===== src/rtl/cache_pkg.sv =====
// Shared state encoding, line metadata and geometry helpers for the
// N-way write-back data cache.
package cache_pkg;

  // Widest tag any legal geometry needs; narrower tags are zero-extended.
  localparam int TAG_MAX_W = 30;

  typedef enum logic [1:0] {
    IDLE      = 2'd0,
    WRITEBACK = 2'd1,
    REFILL    = 2'd2
  } cache_state_e;

  typedef struct packed {
    logic                 valid;
    logic                 dirty;
    logic [TAG_MAX_W-1:0] tag;
  } line_meta_t;

  function automatic int calc_idx_w(input int num_sets);
    return $clog2(num_sets);
  endfunction

  function automatic int calc_tag_w(input int addr_w, input int num_sets);
    return addr_w - 2 - $clog2(num_sets);
  endfunction

  function automatic int calc_age_w(input int num_ways);
    return $clog2(num_ways);
  endfunction

endpackage


===== src/rtl/lru_ctrl.sv =====
// True-LRU age tracking: one age per way per set, touch update and the
// max-age victim for the currently indexed set.
module lru_ctrl
  import cache_pkg::*;
#(
  parameter int NUM_SETS = 4,
  parameter int NUM_WAYS = 2,
  localparam int IDX_W = calc_idx_w(NUM_SETS),
  localparam int AGE_W = calc_age_w(NUM_WAYS)
) (
  input  logic             clk,
  input  logic             rst,
  input  logic [IDX_W-1:0] i_idx,
  input  logic             i_touch,
  input  logic [AGE_W-1:0] i_touch_way,
  output logic [AGE_W-1:0] o_victim
);

  logic [AGE_W-1:0] r_age [NUM_SETS][NUM_WAYS];
  logic [AGE_W-1:0] w_touch_age;

  assign w_touch_age = r_age[i_idx][i_touch_way];

  // Ages younger than the touched way grow older; the touched way becomes newest.
  always_ff @(posedge clk or posedge rst) begin
    if (rst) begin
      for (int s = 0; s < NUM_SETS; s++) begin
        for (int w = 0; w < NUM_WAYS; w++) begin
          r_age[s][w] <= AGE_W'(w);
        end
      end
    end else if (i_touch) begin
      for (int w = 0; w < NUM_WAYS; w++) begin
        if (AGE_W'(w) == i_touch_way) begin
          r_age[i_idx][w] <= '0;
        end else if (r_age[i_idx][w] < w_touch_age) begin
          r_age[i_idx][w] <= r_age[i_idx][w] + 1'b1;
        end
      end
    end
  end

  // Ages are a permutation, so exactly one way holds the maximum.
  always_comb begin
    o_victim = '0;
    for (int w = 0; w < NUM_WAYS; w++) begin
      if (r_age[i_idx][w] == AGE_W'(NUM_WAYS - 1)) begin
        o_victim = AGE_W'(w);
      end
    end
  end

endmodule


===== src/rtl/nway_wb_cache.sv =====
// N-way set-associative write-back, write-allocate data cache with miss FSM.
// Define CACHE_PERF_CNT_EN to build the saturating hit/miss/writeback counters.
module nway_wb_cache
  import cache_pkg::*;
#(
  parameter int NUM_SETS = 4,
  parameter int NUM_WAYS = 2,
  parameter int ADDR_W   = 32,
  parameter int DATA_W   = 32
) (
  input  logic              clk,
  input  logic              rst,
  input  logic              i_cpu_req,
  input  logic              i_cpu_we,
  input  logic [ADDR_W-1:0] i_cpu_addr,
  input  logic [DATA_W-1:0] i_cpu_wdata,
  output logic [DATA_W-1:0] o_cpu_rdata,
  output logic              o_cpu_ready,
  output logic              o_stall,
  output logic              o_mem_req,
  output logic              o_mem_we,
  output logic [ADDR_W-1:0] o_mem_addr,
  output logic [DATA_W-1:0] o_mem_wdata,
  input  logic [DATA_W-1:0] i_mem_rdata,
  input  logic              i_mem_valid,
  output logic [31:0]       o_hit_cnt,
  output logic [31:0]       o_miss_cnt,
  output logic [31:0]       o_wb_cnt
);

  localparam int IDX_W = calc_idx_w(NUM_SETS);
  localparam int TAG_W = calc_tag_w(ADDR_W, NUM_SETS);
  localparam int AGE_W = calc_age_w(NUM_WAYS);

  cache_state_e      r_state, w_next;
  line_meta_t        r_meta [NUM_SETS][NUM_WAYS];
  logic [DATA_W-1:0] r_data [NUM_SETS][NUM_WAYS];
  logic [AGE_W-1:0]  r_vic_way, w_hit_way, w_inv_way, w_lru_way, w_victim, w_touch_way;
  logic              w_hit, w_has_inv, w_touch, w_store_hit, w_fill, w_miss;
  logic [IDX_W-1:0]  w_idx;
  logic [TAG_W-1:0]  w_tag, w_vic_tag;
  line_meta_t        w_vic_meta;
  logic              w_unused;

  assign w_idx       = i_cpu_addr[2+IDX_W-1:2];
  assign w_tag       = i_cpu_addr[ADDR_W-1:2+IDX_W];
  assign w_unused    = ^i_cpu_addr[1:0];
  assign w_victim    = w_has_inv ? w_inv_way : w_lru_way;
  assign w_vic_meta  = r_meta[w_idx][w_victim];
  assign w_vic_tag   = r_meta[w_idx][r_vic_way].tag[TAG_W-1:0];
  assign w_store_hit = (r_state == IDLE) && i_cpu_req && w_hit && i_cpu_we;
  assign w_miss      = (r_state == IDLE) && i_cpu_req && !w_hit;
  assign w_fill      = (r_state == REFILL) && i_mem_valid;
  assign o_stall     = i_cpu_req & ~o_cpu_ready;

  // Descending scan so the lowest matching / lowest invalid way wins.
  always_comb begin
    w_hit     = 1'b0;
    w_hit_way = '0;
    w_has_inv = 1'b0;
    w_inv_way = '0;
    for (int w = NUM_WAYS - 1; w >= 0; w--) begin
      if (r_meta[w_idx][w].valid && (r_meta[w_idx][w].tag == TAG_MAX_W'(w_tag))) begin
        w_hit     = 1'b1;
        w_hit_way = AGE_W'(w);
      end
      if (!r_meta[w_idx][w].valid) begin
        w_has_inv = 1'b1;
        w_inv_way = AGE_W'(w);
      end
    end
  end

  lru_ctrl #(
    .NUM_SETS (NUM_SETS),
    .NUM_WAYS (NUM_WAYS)
  ) u_lru (
    .clk         (clk),
    .rst         (rst),
    .i_idx       (w_idx),
    .i_touch     (w_touch),
    .i_touch_way (w_touch_way),
    .o_victim    (w_lru_way)
  );

  // Miss FSM state register.
  always_ff @(posedge clk or posedge rst) begin
    if (rst) begin
      r_state <= IDLE;
    end else begin
      r_state <= w_next;
    end
  end

  // Next state, CPU response and memory request.
  always_comb begin
    w_next      = r_state;
    o_cpu_ready = 1'b0;
    o_cpu_rdata = '0;
    o_mem_req   = 1'b0;
    o_mem_we    = 1'b0;
    o_mem_addr  = '0;
    o_mem_wdata = '0;
    w_touch     = 1'b0;
    w_touch_way = w_hit_way;
    case (r_state)
      IDLE: begin
        if (i_cpu_req && w_hit) begin
          o_cpu_ready = 1'b1;
          o_cpu_rdata = r_data[w_idx][w_hit_way];
          w_touch     = 1'b1;
        end else if (i_cpu_req) begin
          w_next = (w_vic_meta.valid && w_vic_meta.dirty) ? WRITEBACK : REFILL;
        end else begin
          w_next = IDLE;
        end
      end
      WRITEBACK: begin
        o_mem_req   = 1'b1;
        o_mem_we    = 1'b1;
        o_mem_addr  = {w_vic_tag, w_idx, 2'b00};
        o_mem_wdata = r_data[w_idx][r_vic_way];
        w_next      = i_mem_valid ? REFILL : WRITEBACK;
      end
      REFILL: begin
        o_mem_req  = 1'b1;
        o_mem_addr = {w_tag, w_idx, 2'b00};
        if (i_mem_valid) begin
          w_next      = IDLE;
          w_touch     = 1'b1;
          w_touch_way = r_vic_way;
        end else begin
          w_next = REFILL;
        end
      end
      default: w_next = IDLE;
    endcase
  end

  // Victim is frozen at miss detection; the access is held stable until done.
  always_ff @(posedge clk or posedge rst) begin
    if (rst) begin
      r_vic_way <= '0;
    end else if (w_miss) begin
      r_vic_way <= w_victim;
    end
  end

  // Line metadata: only valid/dirty are cleared by reset, tags are not.
  always_ff @(posedge clk or posedge rst) begin
    if (rst) begin
      for (int s = 0; s < NUM_SETS; s++) begin
        for (int w = 0; w < NUM_WAYS; w++) begin
          r_meta[s][w].valid <= 1'b0;
          r_meta[s][w].dirty <= 1'b0;
        end
      end
    end else if (w_store_hit) begin
      r_meta[w_idx][w_hit_way].dirty <= 1'b1;
    end else if (w_fill) begin
      r_meta[w_idx][r_vic_way] <= line_meta_t'{valid: 1'b1, dirty: 1'b0, tag: TAG_MAX_W'(w_tag)};
    end
  end

  // Data array, no reset.
  always_ff @(posedge clk) begin
    if (w_store_hit) begin
      r_data[w_idx][w_hit_way] <= i_cpu_wdata;
    end else if (w_fill) begin
      r_data[w_idx][r_vic_way] <= i_mem_rdata;
    end
  end

`ifdef CACHE_PERF_CNT_EN
  logic [31:0] r_hit_cnt, r_miss_cnt, r_wb_cnt;

  // Saturating performance counters.
  always_ff @(posedge clk or posedge rst) begin
    if (rst) begin
      r_hit_cnt  <= 32'd0;
      r_miss_cnt <= 32'd0;
      r_wb_cnt   <= 32'd0;
    end else begin
      if (o_cpu_ready && (r_hit_cnt != 32'hFFFF_FFFF)) r_hit_cnt <= r_hit_cnt + 32'd1;
      if (w_miss && (r_miss_cnt != 32'hFFFF_FFFF)) r_miss_cnt <= r_miss_cnt + 32'd1;
      if ((r_state == WRITEBACK) && i_mem_valid && (r_wb_cnt != 32'hFFFF_FFFF)) r_wb_cnt <= r_wb_cnt + 32'd1;
    end
  end

  assign o_hit_cnt  = r_hit_cnt;
  assign o_miss_cnt = r_miss_cnt;
  assign o_wb_cnt   = r_wb_cnt;
`else
  assign o_hit_cnt  = 32'd0;
  assign o_miss_cnt = 32'd0;
  assign o_wb_cnt   = 32'd0;
`endif

endmodule


===== config.mk =====
export PLATFORM = sky130hd
export DESIGN_NAME = nway_wb_cache
export DESIGN_NICKNAME = d
export VERILOG_FILES = /design/src/rtl/cache_pkg.sv /design/src/rtl/lru_ctrl.sv /design/src/rtl/nway_wb_cache.sv
export SDC_FILE = /design/constraint.sdc
export NUM_CORES = 1
export LEC_CHECK = 0
export BUFFER_PORTS_ARGS = -buffer_cell sky130_fd_sc_hd__buf_2
export CAP_MARGIN = 5
export CORE_MARGIN = 3
export CORE_UTILIZATION = 53
export CTS_CLUSTER_SIZE = 28
export DETAILED_ROUTE_END_ITERATION = 10
export HOLD_SLACK_MARGIN = 0.05
export PLACE_DENSITY = 0.81
export SYNTH_ARGS = -nofsm -noshare
export SYNTH_HDL_FRONTEND = slang
export SYNTH_SLANG_ARGS = --single-unit

===== constraint.sdc =====
create_clock -name clk -period 5.3 [get_ports clk]
set_input_delay 0.795 -clock clk [delete_from_list [all_inputs] [get_ports clk]]
set_output_delay 0.795 -clock clk [all_outputs]
set_load 0.1 [all_outputs]

Word-level counts from Yosys, hierarchy flattened
Memories as Yosys holds them, arrays and structs flattened.
Index checks and enable logic that the tools add are counted.
Widths: inputs -> output; s select.
- flip-flop bits (word level): 267
- memory bits (writable): 256
- input bits: 101
- output and inout port bits: 196
- logic and storage cells: 286
- memories kept: 1
- memories (memory ; depth ; width ; rd ports ; clocked after Yosys merged registers in ; write ports ; RTL line ; text):
    r_data ; 4 ; 64 ; 1 ; 0 ; 1 ; nway_wb_cache.sv:37 ; logic [DATA_W-1:0] r_data [NUM_SETS][NUM_WAYS];
- $add $sub $neg: 2
- $lt $le $gt $ge: 10
- equal/unequal tests: 5
- muxes and demuxes: 141
- bitwise operators: 76
- reductions and logical operators: 17
- operators with widths (operator ; number):
    $bwmux 256 ; 2
    $mux 256 ; 2
    $mux 32 ; 14
    $mux 64 ; 6
    $demux 64 s2 ; 2
    $bmux 64 s2 ; 1
    $demux 32 s1 ; 3
    $mux 1 ; 86
    $mux 28 ; 3
    $or 1x1->1 ; 64
    $pmux 32 s2 ; 1
    $eq 30x28->1 ; 2
    $mux 8 ; 5
    $mux 31 ; 1
    $and 8x8->8 ; 2
    $bwmux 8 ; 2
    $mux 2 ; 8
    $not 8->8 ; 2
    $logic_and 1x1->1 ; 12
    $demux 2 s2 ; 2
    $ge 2x2->1 const B ; 4
    $not 1->2 ; 4
    $pmux 2 s3 ; 1
    $bmux 2 s2 ; 1
    17 further kinds ; 21

Logic depth before layout (Yosys ltp)
- depth in word-level cells: 21
- mapped depth: 16
- gate-level depth less buffers: 9

Modules after synthesis
Synthesis repeated with hierarchy kept, for this count alone.
- cell total of the unflattened synthesis: 1817
- area, all modules: 24746.2 um^2
- modules (own cells, without submodules) (module ; instances ; cells an instance ; area each (um^2)):
    nway_wb_cache ; 1 ; 1776 ; 24289.5
    lru_ctrl ; 1 ; 41 ; 456.7

Least setup slack after synthesis
No wires, ideal clock.
- path type: input-to-reg
- start point: input port i_cpu_addr[3]
- end point: register r_meta[0] (netlist bit), enable pin
- setup time: 484 ps
- data arrival time: 5558 ps
- setup slack: -742 ps
- cell stages on the path: 11
- buffers on the path: 9
- cells stage by stage: buf_2 > buf_6 > buf_2 > buf_2 > buf_2 > buf_2 > clkbuf_1 > buf_2 > buf_2 > nand2_1 > nor4_1
- word-level cells in the longest chain between the ends: 12
- elaborated cells between the ends (all ways): 14
- those cells by class: eq/ne (2); mux (5); bitwise (1); reduce/logical (6)
- ends and longest elaborated chain (what ; RTL line ; text):
    from (decl) ; nway_wb_cache.sv:15 ; input logic [ADDR_W-1:0] i_cpu_addr,
    $not 2->3 (not written as such) * ; nway_wb_cache.sv:63 ; if (r_meta[w_idx][w].valid && (r_meta[w_idx][w].tag == TAG_MAX_W'(w_tag))) begin
    $bmux 64 s2 * ; nway_wb_cache.sv:63 ;
    $mux 64 (not written as such) * (2 in series) ; nway_wb_cache.sv:63 ;
    $eq 30x28->1 ; nway_wb_cache.sv:63 ;
    $logic_and 1x1->1 ; nway_wb_cache.sv:63 ;
    $mux 1 ; nway_wb_cache.sv:63 ;
    $mux 1 * ; nway_wb_cache.sv:63 ;
    $logic_and 1x1->1 * (2 in series) ; nway_wb_cache.sv:51 ; assign w_store_hit = (r_state == IDLE) && i_cpu_req && w_hit && i_cpu_we;
    $reduce_bool 2->1 (no source line) * ; n/a ;
    $reduce_and 2->1 (no source line) * ; n/a ;
    to (signal, indexed assignment) ; nway_wb_cache.sv:161 ; r_meta[w_idx][r_vic_way] <= line_meta_t'{valid: 1'b1, dirty: 1'b0, tag: TAG_MAX_W'(w_tag)};
    to (decl) ; nway_wb_cache.sv:36 ; line_meta_t r_meta [NUM_SETS][NUM_WAYS];
Every way passes the cells marked *; elsewhere a longest branch is shown, timed or not. The select of a mux whose other input is x is not followed.
A chain may end at the register's enable or synchronous reset.

Worst setup path after layout
- start point: input port i_cpu_addr[2]
- end point: output port o_cpu_rdata[1]
- word-level cells in the longest chain between the ends: 14
- elaborated cells between the ends (all ways): 19
- those cells by class: eq/ne (2); mux (11); bitwise (2); reduce/logical (3); memory (1)
- ends and longest elaborated chain (what ; RTL line ; text):
    $not 2->3 (not written as such) ; nway_wb_cache.sv:63 ;
    $bmux 64 s2 ; nway_wb_cache.sv:63 ;
    $mux 64 (not written as such) (2 in series) ; nway_wb_cache.sv:63 ;
    $eq 30x28->1 ; nway_wb_cache.sv:63 ;
    $logic_and 1x1->1 ; nway_wb_cache.sv:63 ;
    $mux 1 (2 in series) ; nway_wb_cache.sv:63 ;
    $not 1->2 (not written as such) ; nway_wb_cache.sv:110 ; o_cpu_rdata = r_data[w_idx][w_hit_way];
    $mux 32 (not written as such) (3 in series) ; nway_wb_cache.sv:110 ;
    $mux 32 * ; nway_wb_cache.sv:108 ; if (i_cpu_req && w_hit) begin
    $mux 32 * ; nway_wb_cache.sv:106 ; case (r_state)
    to (decl) ; nway_wb_cache.sv:17 ; output logic [DATA_W-1:0] o_cpu_rdata,
Marked as above.

==> flow_summary_export.csv <==
group,metric,value,unit
cells_and_area,n_fill_cell,3419,
clock_tree,numCtsBuffers,51,
power_and_ir_drop,power_switching_share,36.2,%
timing,hold_ws,0.336,ns
timing,fin_crit_sh,96.3,%
clock_tree,cts.sinks,507,
power_and_ir_drop,seq_power_share,40.4,%
grt,grt_max_degree,57,
clock_tree,clockRootBuffer,"clkbuf_16",
run,cap_viol_max_count,0,
cells_and_area,fin_cells,2739,
place,place_inst,2636,
floorplan,die_y,227,um
synthesis,synthTopCellsByArea,"edfxtp_1 (56%), mux4_2 (10%), buf_4 (3.0%)",
critical_path,slowest_delay,0.53,ns
timing,rsz0062_at_grt,"no",
critical_path,critPathSlowestCell,"mux4_2",
timing,report.final.slew_viol_count,0,
route,drt-total-wl,72.5,mm
clock_tree,cts_htree_levels,2,
synthesis,synth-main-ff-cell,"edfxtp_1",
power_and_ir_drop,powerDensity,401,mW/mm2
clock_tree,clkTransAtPathRegs,0.06,ns
synthesis,yosysMostFrequentCell,"edfxtp_1",
clock_tree,clkLatencyLatePin,0.64,ns
route,wl_per_cell,26.5,um
place,hpwlAfterDp,44.5,mm
synthesis,avgSynthCellArea,13.5,um2
cells_and_area,fin_util,61.8,%
cells_and_area,final_area,0.0295,mm2
power_and_ir_drop,vdd.ir_drop.worst,0.374,mV
place,gp_congestion,0.933,
floorplan,rows,80,
timing,setup_viol,0,
synthesis,ys_types,66,
critical_path,cp-start-kind,"primary input",
grt,grt_pass1_vias,17800,
cells_and_area,regArea,0.0151,mm2
route,drtPass1Iterations,6,
power_and_ir_drop,p_switching,4.29,mW
clock_tree,cts_tree,"done",
critical_path,critPathRequiredTime,4.51,ns
timing,worst_slew_pin_slew,1.16,ns
floorplan,dieArea,0.0513,mm2
cells_and_area,area_growth,14.6,%
power_and_ir_drop,p_int,7.56,mW
run_status,status,"finished clean",
grt,grt_pass1_wl,107,mm
synthesis,syn_inst,1916,
critical_path,critPathMostFrequentCell,"buf_12",
floorplan,start_util,53.9,%
critical_path,crit_path_start,"i_cpu_addr[2]",
critical_path,cp-end-kind,"primary output",
synthesis,ys_seq_elements,507,
place,place_area,0.0278,mm2
synthesis,yosysSeqAreaShare,58.6,%
critical_path,worst-path-max-fanout,42,
clock_tree,clk_path_buf_depth,3,
critical_path,critPathKind,"in -> out",
hold_path,hold_class,"in -> async",
power_and_ir_drop,p_leak,10.5,nW
route,ant_nets,0,
cells_and_area,nets,2179,
timing,max_freq,0.196,GHz
floorplan,die_x,227,um
cells_and_area,multiInputGateArea,0.00969,mm2
power_and_ir_drop,p_comb_share,28.9,%
grt,grt_use_total,27.8,%
synthesis,async_flop_share,5.33,%
critical_path,path_cells,"buf_8, buf_12, mux4_2, xnor2_1, o211ai_1, nor4_2, and2_1, buf_12, nand3_1, a21oi_2, buf_12",
synthesis,syn_area,0.0258,mm2
power_and_ir_drop,finalPower,11.8,mW
floorplan,core,0.0478,mm2
synthesis,yosysTopAreaCell,"edfxtp_1",
grt,antenna_found_initial,12,
grt,globalRouteOverflowTotal,0,
clock_tree,post_cts_buffers,0,
synthesis,synth-edff-count,480,
timing,post-route-min-period,5.10,ns
cells_and_area,drive_above_1_share,29.2,%
timing,maxSlewHeadroom,22.8,%
route,drt_iter0_drc,2294,
power_and_ir_drop,clockPowerShare,30.6,%
critical_path,cp.arrival,4.31,ns
critical_path,rr_startpoint,"r_meta[186]",
synthesis,ys_warn_count,0,
floorplan,io_pins,297,
synthesis,synth_common_cells,"edfxtp_1 (480), nand2_1 (205), nor2_1 (153)",
timing,final_hold_viol_count,0,
timing,finalClockSkew,0.0667,ns
route,vias_per_cell,6.48,
place,portBuffers,196,
route,vias,17800,
route,post-route-drc-count,0,
critical_path,r2r_slack,1.26,ns
synthesis,synth_top_area_share,55.9,%
## final cells by class
type | count | area share (%)
inverter | 26 | 0.330
antenna | 10 | 0.0847
tap | 615 | 2.60
timing repair buffer | 256 | 7.38
multi-input combinational | 1232 | 32.8
clock buffer | 70 | 4.63
sequential | 507 | 51.1
clock inverter | 23 | 1.06
## layout by cell type, fill, tap and decap left out, drive strengths merged, types with 15 or more instances in the layout
| cell type | count |
|---|---|
| nand2 | 205 |
| nor3 | 131 |
| dfrtp | 23 |
| clkinv | 17 |
| mux2 | 90 |
| and2 | 20 |
| nor2 | 154 |
| clkbuf | 70 |
| o21ai | 31 |
| mux4 | 119 |
| conb | 98 |
| nor2b | 15 |
| mux2i | 62 |
| a22oi | 22 |
| edfxtp | 480 |
| nand3 | 49 |
| a21oi | 76 |
| buf | 256 |
| xnor2 | 37 |
| inv | 27 |
## registers in the layout, summed over array words and instances (netlist names)
signal       count
r_data         256
r_meta         240
u_lru.r_age      8
r_state          2
r_vic_way        1
## stage by stage
step           setup WS [ns]  TNS, ns
6_report               0.199        0
5_1_grt               0.0710        0
4_1_cts                0.228        0
3_5_place_dp           0.241        0
3_3_place_gp           0.274        0
2_1_floorplan         -0.732   -61.52
## routing by layer
metal  wire [um]  track usage [%]  part of all wire (%)  vias to the layer above
met2       35400             45.0                    49                     1407
met4        2870             12.1                   4.0                        4
li1            -                -                     -                     7340
met3        8360             6.97                    12                      240
met1       25800             36.0                    36                     8762
met5          34                0                 0.047                        -
## power by group through the flow
stage | combinational [mW] | clock [mW] | sequential [mW]
finish | 3.43 | 3.63 | 4.79
global route | 3.57 | 3.81 | 4.80
CTS | 3.38 | 3.65 | 4.78
detailed placement | 3.36 | 0 | 4.86
global placement | 3.29 | 0 | 4.85
floorplan | 2.71 | 0 | 4.77
## cells by family (layout without fill, tap and decap cells)
family	count (synthesis)	count (layout)	synth area share, %
AOI/OAI and AO/OA	208	208	5.29
xor gates and xnor gates	42	42	1.43
adders and majority gates	4	4	0.194
buffers and inverters	274	375	6.62
DFF	507	507	58.6
muxes	271	271	17.3
other	1	108	0.0145
and+or+nand+nor	609	609	10.6
## path summary, 6_finish.rpt
path                             endpoint  cells past startpoint
max                        o_cpu_rdata[1]                     11
min                           r_meta[190]                      3
max reg2reg                   r_meta[212]                     10
min reg2reg                    r_meta[95]                      1
max in group asynchronous  u_lru.r_age[0]                      3
min in group clk               r_meta[95]                      1
## critical path, delay by kind of cell
family / cells / cell delay, ns
compound gates: 2 / 0.50
xor+xnor: 1 / 0.43
buf+inv: 4 / 1.10
mux: 1 / 0.53
simple gates: 3 / 0.89
## timing repair
item,in CTS,in global routing
hold buffers,0,0
gates resized for setup,0,2
setup endpoints to repair,0,5
Power figures use the tool's default switching activity.
